<file path="src/rtl/seg_scan_decoder_if.sv">
// ============================================================================
// Module   : seg_scan_decoder_if
// Brief    : Multiplexed seven-segment bus (segments + digit selects) and the
//            decoded per-digit view produced by seg_scan_decoder.
// Revision : 1.0 - initial release
// ============================================================================
`default_nettype none

interface seg_scan_decoder_if #(
    parameter int NDIG = 8
);
    logic [7:0]        seg_n;
    logic [NDIG-1:0]   dig_n;
    logic [4*NDIG-1:0] value;
    logic [NDIG-1:0]   dots;
    logic [NDIG-1:0]   valid;
    logic              upd;
    logic              err;
    logic [7:0]        err_cnt;

    // Display driver side: owns the segment bus, observes decoded results.
    modport master (
        output seg_n, dig_n,
        input  value, dots, valid, upd, err, err_cnt
    );

    // Decoder side: samples the segment bus, publishes decoded results.
    modport slave (
        input  seg_n, dig_n,
        output value, dots, valid, upd, err, err_cnt
    );
endinterface

`default_nettype wire

</file>
<file path="src/rtl/seg_scan_decoder.sv">
// ============================================================================
// Module   : seg_scan_decoder
// Brief    : Samples a multiplexed active-low seven-segment bus, waits for a
//            stable pattern and decodes it into a per-digit hex value + dot.
//            Optional error counter enabled by macro SEGDEC_ERRCNT_EN.
// Revision : 1.0 - initial release
// ============================================================================
`default_nettype none

module seg_scan_decoder #(
    parameter int NDIG       = 8,
    parameter int STABLE_CYC = 4
) (
    input  wire logic           clk,
    input  wire logic           rst_n,
    seg_scan_decoder_if.slave   bus
);

    localparam int         SAMP_W     = 8 + NDIG;
    localparam logic [7:0] C_LAST_CNT = 8'(STABLE_CYC - 1);

    typedef enum logic [0:0] {
        ST_WAIT = 1'b0,
        ST_HOLD = 1'b1
    } state_t;

    // Returns {legal, code} for an active-high a..g pattern.
    function automatic logic [4:0] f_decode(input logic [6:0] s);
        logic [4:0] r;
        r = 5'b0_0000;
        case (s)
            7'b1111110: r = {1'b1, 4'h0};
            7'b0110000: r = {1'b1, 4'h1};
            7'b1101101: r = {1'b1, 4'h2};
            7'b1111001: r = {1'b1, 4'h3};
            7'b0110011: r = {1'b1, 4'h4};
            7'b1011011: r = {1'b1, 4'h5};
            7'b1011111: r = {1'b1, 4'h6};
            7'b1110000: r = {1'b1, 4'h7};
            7'b1111111: r = {1'b1, 4'h8};
            7'b1110011: r = {1'b1, 4'h9};
            7'b1110111: r = {1'b1, 4'hA};
            7'b0011111: r = {1'b1, 4'hB};
            7'b0001101: r = {1'b1, 4'hC};
            7'b0111101: r = {1'b1, 4'hD};
            7'b1101111: r = {1'b1, 4'hE};
            7'b1000111: r = {1'b1, 4'hF};
            default:    r = 5'b0_0000;
        endcase
        return r;
    endfunction

    logic [SAMP_W-1:0] samp_q;
    logic [7:0]        cnt_q,   cnt_d;
    state_t            state_q, state_d;
    logic              upd_q;
    logic              err_q;

    logic [SAMP_W-1:0] w_raw;
    logic              w_diff;
    logic              w_cap;
    logic [7:0]        w_seg;
    logic [NDIG-1:0]   w_sel;
    logic              w_any;
    logic              w_multi;
    logic [6:0]        w_s;
    logic [4:0]        w_dec;
    logic              w_legal;
    logic              w_blank;
    logic              w_upd_d;
    logic              w_err_d;

    assign w_raw  = {bus.seg_n, bus.dig_n};
    // The incoming sample is compared against the one already held, so a
    // change restarts the count on the same edge that first sees it.
    assign w_diff = (w_raw != samp_q);

    always_ff @(posedge clk or negedge rst_n) begin
        if (!rst_n) begin
            samp_q <= '1;
        end else begin
            samp_q <= w_raw;
        end
    end

    always_ff @(posedge clk or negedge rst_n) begin
        if (!rst_n) begin
            state_q <= ST_WAIT;
            cnt_q   <= 8'd0;
        end else begin
            state_q <= state_d;
            cnt_q   <= cnt_d;
        end
    end

    always_comb begin
        state_d = state_q;
        cnt_d   = cnt_q;
        w_cap   = 1'b0;
        if (w_diff) begin
            state_d = ST_WAIT;
            cnt_d   = 8'd0;
        end else begin
            case (state_q)
                ST_WAIT: begin
                    if (cnt_q == C_LAST_CNT) begin
                        w_cap   = 1'b1;
                        state_d = ST_HOLD;
                    end else begin
                        cnt_d = cnt_q + 8'd1;
                    end
                end
                ST_HOLD: begin
                    state_d = ST_HOLD;
                end
                default: begin
                    state_d = ST_WAIT;
                    cnt_d   = 8'd0;
                end
            endcase
        end
    end

    // At capture the held sample equals the live bus, so decode from samp_q.
    assign w_seg   = samp_q[SAMP_W-1 -: 8];
    assign w_sel   = ~samp_q[NDIG-1:0];
    assign w_any   = |w_sel;
    assign w_multi = |(w_sel & (w_sel - NDIG'(1)));
    assign w_s     = ~w_seg[7:1];
    assign w_dec   = f_decode(w_s);
    assign w_legal = w_dec[4];
    assign w_blank = (w_s == 7'b000_0000);

    assign w_upd_d = w_cap && w_any && !w_multi;
    assign w_err_d = w_cap && w_any && (w_multi || (!w_legal && !w_blank));

    always_ff @(posedge clk or negedge rst_n) begin
        if (!rst_n) begin
            upd_q <= 1'b0;
            err_q <= 1'b0;
        end else begin
            upd_q <= w_upd_d;
            err_q <= w_err_d;
        end
    end

    generate
        for (genvar d = 0; d < NDIG; d++) begin : g_dig
            logic [3:0] val_q;
            logic       dot_q;
            logic       vld_q;

            always_ff @(posedge clk or negedge rst_n) begin
                if (!rst_n) begin
                    val_q <= 4'h0;
                    dot_q <= 1'b0;
                    vld_q <= 1'b0;
                end else if (w_upd_d && w_sel[d]) begin
                    dot_q <= ~w_seg[0];
                    vld_q <= w_legal;
                    // An illegal glyph leaves the last good value in place.
                    if (w_legal) begin
                        val_q <= w_dec[3:0];
                    end else if (w_blank) begin
                        val_q <= 4'h0;
                    end
                end
            end

            assign bus.value[4*d +: 4] = val_q;
            assign bus.dots[d]         = dot_q;
            assign bus.valid[d]        = vld_q;
        end
    endgenerate

`ifdef SEGDEC_ERRCNT_EN
    logic [7:0] err_cnt_q;

    always_ff @(posedge clk or negedge rst_n) begin
        if (!rst_n) begin
            err_cnt_q <= 8'd0;
        end else if (w_err_d && (err_cnt_q != 8'hFF)) begin
            err_cnt_q <= err_cnt_q + 8'd1;
        end
    end

    assign bus.err_cnt = err_cnt_q;
`else
    assign bus.err_cnt = 8'h00;
`endif

    assign bus.upd = upd_q;
    assign bus.err = err_q;

endmodule

`default_nettype wire
</file>
<file path="src/flat_wrapper.sv">
// flat-port wrapper written by rule: the top's interface ports become plain ports
module seg_scan_decoder_flat 
#(
    parameter int NDIG       = 8,
    parameter int STABLE_CYC = 4
)
  (clk, rst_n, bus_seg_n, bus_dig_n, bus_value, bus_dots, bus_valid, bus_upd, bus_err, bus_err_cnt);
  seg_scan_decoder_if #(.NDIG(NDIG)) bus_i ();
  input  wire logic clk;
  input  wire logic rst_n;
  input wire logic [$bits(bus_i.seg_n)-1:0] bus_seg_n;
  input wire logic [$bits(bus_i.dig_n)-1:0] bus_dig_n;
  output wire logic [$bits(bus_i.value)-1:0] bus_value;
  output wire logic [$bits(bus_i.dots)-1:0] bus_dots;
  output wire logic [$bits(bus_i.valid)-1:0] bus_valid;
  output wire logic [$bits(bus_i.upd)-1:0] bus_upd;
  output wire logic [$bits(bus_i.err)-1:0] bus_err;
  output wire logic [$bits(bus_i.err_cnt)-1:0] bus_err_cnt;
  assign bus_i.seg_n = bus_seg_n;
  assign bus_i.dig_n = bus_dig_n;
  assign bus_value = bus_i.value;
  assign bus_dots = bus_i.dots;
  assign bus_valid = bus_i.valid;
  assign bus_upd = bus_i.upd;
  assign bus_err = bus_i.err;
  assign bus_err_cnt = bus_i.err_cnt;
  seg_scan_decoder #(.NDIG(NDIG), .STABLE_CYC(STABLE_CYC)) u_core (.clk(clk), .rst_n(rst_n), .bus(bus_i));
endmodule
</file>
<file path="config.mk">
export PLATFORM = sky130hd
export DESIGN_NAME = seg_scan_decoder_flat
export DESIGN_NICKNAME = d
export VERILOG_FILES = /design/src/rtl/seg_scan_decoder_if.sv /design/src/rtl/seg_scan_decoder.sv /design/src/flat_wrapper.sv
export SDC_FILE = /design/constraint.sdc
export NUM_CORES = 1
export LEC_CHECK = 0
export BUFFER_PORTS_ARGS = -buffer_cell sky130_fd_sc_hd__buf_4
export CAP_MARGIN = 25
export CORE_MARGIN = 3
export CORE_UTILIZATION = 25
export CTS_CLUSTER_DIAMETER = 150
export CTS_CLUSTER_SIZE = 30
export DETAILED_ROUTE_END_ITERATION = 7
export GPL_TIMING_DRIVEN = 0
export HOLD_SLACK_MARGIN = 0.05
export SLEW_MARGIN = 20
export SYNTH_ARGS = -nofsm -noshare
export SYNTH_HDL_FRONTEND = slang
export SYNTH_SLANG_ARGS = --single-unit
</file>
<file path="constraint.sdc">
create_clock -name clk -period 3.26 [get_ports clk]
set_input_delay 0.326 -clock clk [delete_from_list [all_inputs] [get_ports clk]]
set_output_delay 0.326 -clock clk [all_outputs]
set_load 0.02 [all_outputs]
</file>
==> impl_metrics.tcl <==
set metrics [dict create \
    status "finished clean" \
    path_class "reg2reg" \
    grt_pass1_vias 2909 \
    cts_buffer_depth 2 \
    drive_gt1_frac 0.3862 \
    synth_top_cells_by_area "dfrtp_1 38%, dfstp_2 11%, xor2_1 5.2%" \
    gp_congestion 0.8362 \
    final_cells 619 \
    synth_flop_cell "dfrtp_1" \
    max_cap_viol_count 0 \
    ys_types 57 \
    area_growth_pct 29.07 \
    final.setup_skew_ps 6.636 \
    numCtsBuffers 9 \
    grtUsageMet1 0.1632 \
    use_met3 0.04350 \
    crit_path_end_kind "flop" \
    fp.dieH_um 130.5 \
    clkLatencyLatePin_ps 340 \
    busiest_layer "met2" \
    core_area_sq_mm 0.01486 \
    via_count 2823 \
    track_usage 0.1201 \
    synth_top_area_cell "dfrtp_1" \
    p_leak_nw 2.329 \
    ant_nets 0 \
    path_max_fanout 10 \
    rsz0062_at_grt "true" \
    slew_violations 0 \
    initial_core_util 0.2606 \
    wire_per_inst_um 16.09 \
    hold_class "in2reg" \
    ir_drop_v 0.0002130 \
    cts_max_level 3 \
    antenna_found_initial 0 \
    tightest_slew_ps 972.7 \
    setup_viol 0 \
    final-hold-violation-count 0 \
    multi_input_area_sq_mm 0.001653 \
    portBuffers 67 \
    syn_area_sq_mm 0.003874 \
    relSlewSlack 0.3413 \
    die_w_um 130.5 \
    drc_errors 0 \
    grt_pass1_wl_um 15680 \
    slowest_delay_ps 520 \
    finalWirelength_um 9959 \
    placed_cell_area_sq_mm 0.004633 \
    grt_max_degree 76 \
    crit_slowest_cell "or3_1" \
    synth-async-reset-ratio 1.000 \
    min_period_ps 3062 \
    start_kind "flop" \
    nets 449 \
    regArea_sq_mm 0.001897 \
    rows 44 \
    power.total_mw 2.198 \
    vias_per_cell 4.561 \
    place_hpwl_um 7353 \
    synth_most_common_cell "dfrtp_1" \
    ys_seq_elements 75 \
    synth_common_cells "59 x dfrtp_1, 24 x buf_4, 24 x inv_1, 24 x nor2_1, 23 x xor2_1" \
    synth_warnings 0 \
    fmax_ghz 0.3266 \
    fin_area_sq_mm 0.005000 \
    crit_chain "clkbuf_1 > nand2_1 > a22oi_1 > o22ai_2 > or3_1 > buf_2 > nor2_1 > mux2_2" \
    synth_top_cell_area_share 0.3811 \
    overflow 0 \
    crit_family "simple AND/OR/NAND/NOR gates" \
    use_met2 0.1804 \
    p_per_area_mw_per_mm2 439.5 \
    pin_count 76 \
    fin_crit_sh 0.9391 \
    fillers 1519 \
    avgSynthCellArea_sq_um 11.13 \
    dieArea_sq_mm 0.01703 \
    path_clk_slew_ps 60 \
    insertedDiodeCount 0 \
    clockRootBuffer "clkbuf_16" \
    cp_data_arrival_time_ps 3280 \
    synth_edf_count 0 \
    cp_data_required_time_ps 3480 \
    pre_cts_ws_ps -13.71 \
    critPathBufInv 2 \
    worst_slack_ps 198.5 \
    synthCells 348 \
    holdWs_ps 107.9 \
    yosysSeqAreaShare 0.4897 \
    drtPass1Iterations 4 \
    place_inst 606 \
    drtIter0Drc 142 \
    cts_sinks 75 \
    cts_tree "built" \
]
area by class of cell:
cell class                      instances  share of cell area
Sequential cell                        75              0.3794
Multi-Input combinational cell        208              0.3306
Timing Repair Buffer                   69              0.1066
Buffer                                 43             0.05556
Clock buffer                           11             0.04655
Tap cell                              184             0.04605
Inverter                               24             0.01802
Clock inverter                          5             0.01727
stage by stage:
| step | TNS [ps] | utilization |
|---|---|---|
| finish | 0 | 0.3364 |
| global route | -6.208 | 0.3364 |
| CTS | 0 | 0.3329 |
| detailed placement | -13.71 | 0.3117 |
| global placement | 0 | 0.3117 |
| floorplan | 0 | - |
report_power, final:
| part | switching, mW | internal (mW) | leakage, nW |
|---|---|---|---|
| Combinational | 0.105 | 0.0624 | 1.28 |
| Clock | 0.388 | 0.676 | 0.154 |
| Sequential | 0.0167 | 0.950 | 0.894 |
| Total | 0.509 | 1.69 | 2.33 |
logic make-up (layout without fill, tap and decap cells):
group | after synthesis | count (layout) | synth area share
DFF | 75 | 75 | 0.4897
adders and majority gates | 1 | 1 | 0.003229
and+or+nand+nor | 78 | 78 | 0.1198
muxes | 30 | 30 | 0.08527
other | 1 | 8 | 0.0009681
buffers and inverters | 72 | 152 | 0.09916
AOI/OAI and AO/OA | 63 | 63 | 0.1386
xor gates and xnor gates | 28 | 28 | 0.06331
path summary, 6_finish.rpt:
check | start | to | slack [ps] | cells after the start
setup / recovery | u_core.samp_q[6] | u_core.g_dig[5].vld_q | 200 | 8
max in group asynchronous | rst_n | u_core.samp_q[12] | 2140 | 3
hold / removal | bus_seg_n[0] | u_core.samp_q[8] | 110 | 1
min in group asynchronous | rst_n | u_core.g_dig[4].vld_q | 480 | 2
setup reg to reg | u_core.samp_q[6] | u_core.g_dig[5].vld_q | 200 | 8
hold reg to reg | u_core.g_dig[6].val_q[1] | u_core.g_dig[6].val_q[1] | 500 | 1
registers in the layout, summed over array words and instances, names as in the netlist:
register,cells
u_core.bus.err,1
u_core.g_dig.vld_q,8
u_core.g_dig.dot_q,8
u_core.g_dig.val_q,32
u_core.bus.upd,1
u_core.samp_q,16
u_core.state_q,1
u_core.cnt_q,8
layout by cell type, fill, tap and decap left out, types with 8 or more instances in the layout:
master,n
xor2_1,23
o22ai_1,15
inv_1,24
mux2_2,17
nor2_1,24
buf_4,91
clkbuf_16,9
nand2_1,8
o21ai_0,12
dfrtp_1,59
dfstp_2,16
a21oi_1,8
conb_1,8
worst register-to-register path, stage by stage (launching register included):
cell and delay (ps):
dfstp_2 510, clkbuf_1 400, nand2_1 180, a22oi_1 230, o22ai_2 320, or3_1 520, buf_2 220, nor2_1 210
mux2_2 360
what timing repair did:
action                                  4_1_cts  5_1_grt
gates resized for setup                       0        6
setup buffers                                 0        0
endpoints found under the setup margin        1        6
pin swaps                                     0        0
hold endpoints to repair                      0       23
hold buffers                                  0        1
routing by layer:
layer | share of wire | vias up
met5 | 0 | -
met4 | 0.011 | 0
met3 | 0.062 | 8
met2 | 0.46 | 63
met1 | 0.47 | 1401
li1 | - | 1351
(Power assumes the default switching activity.)
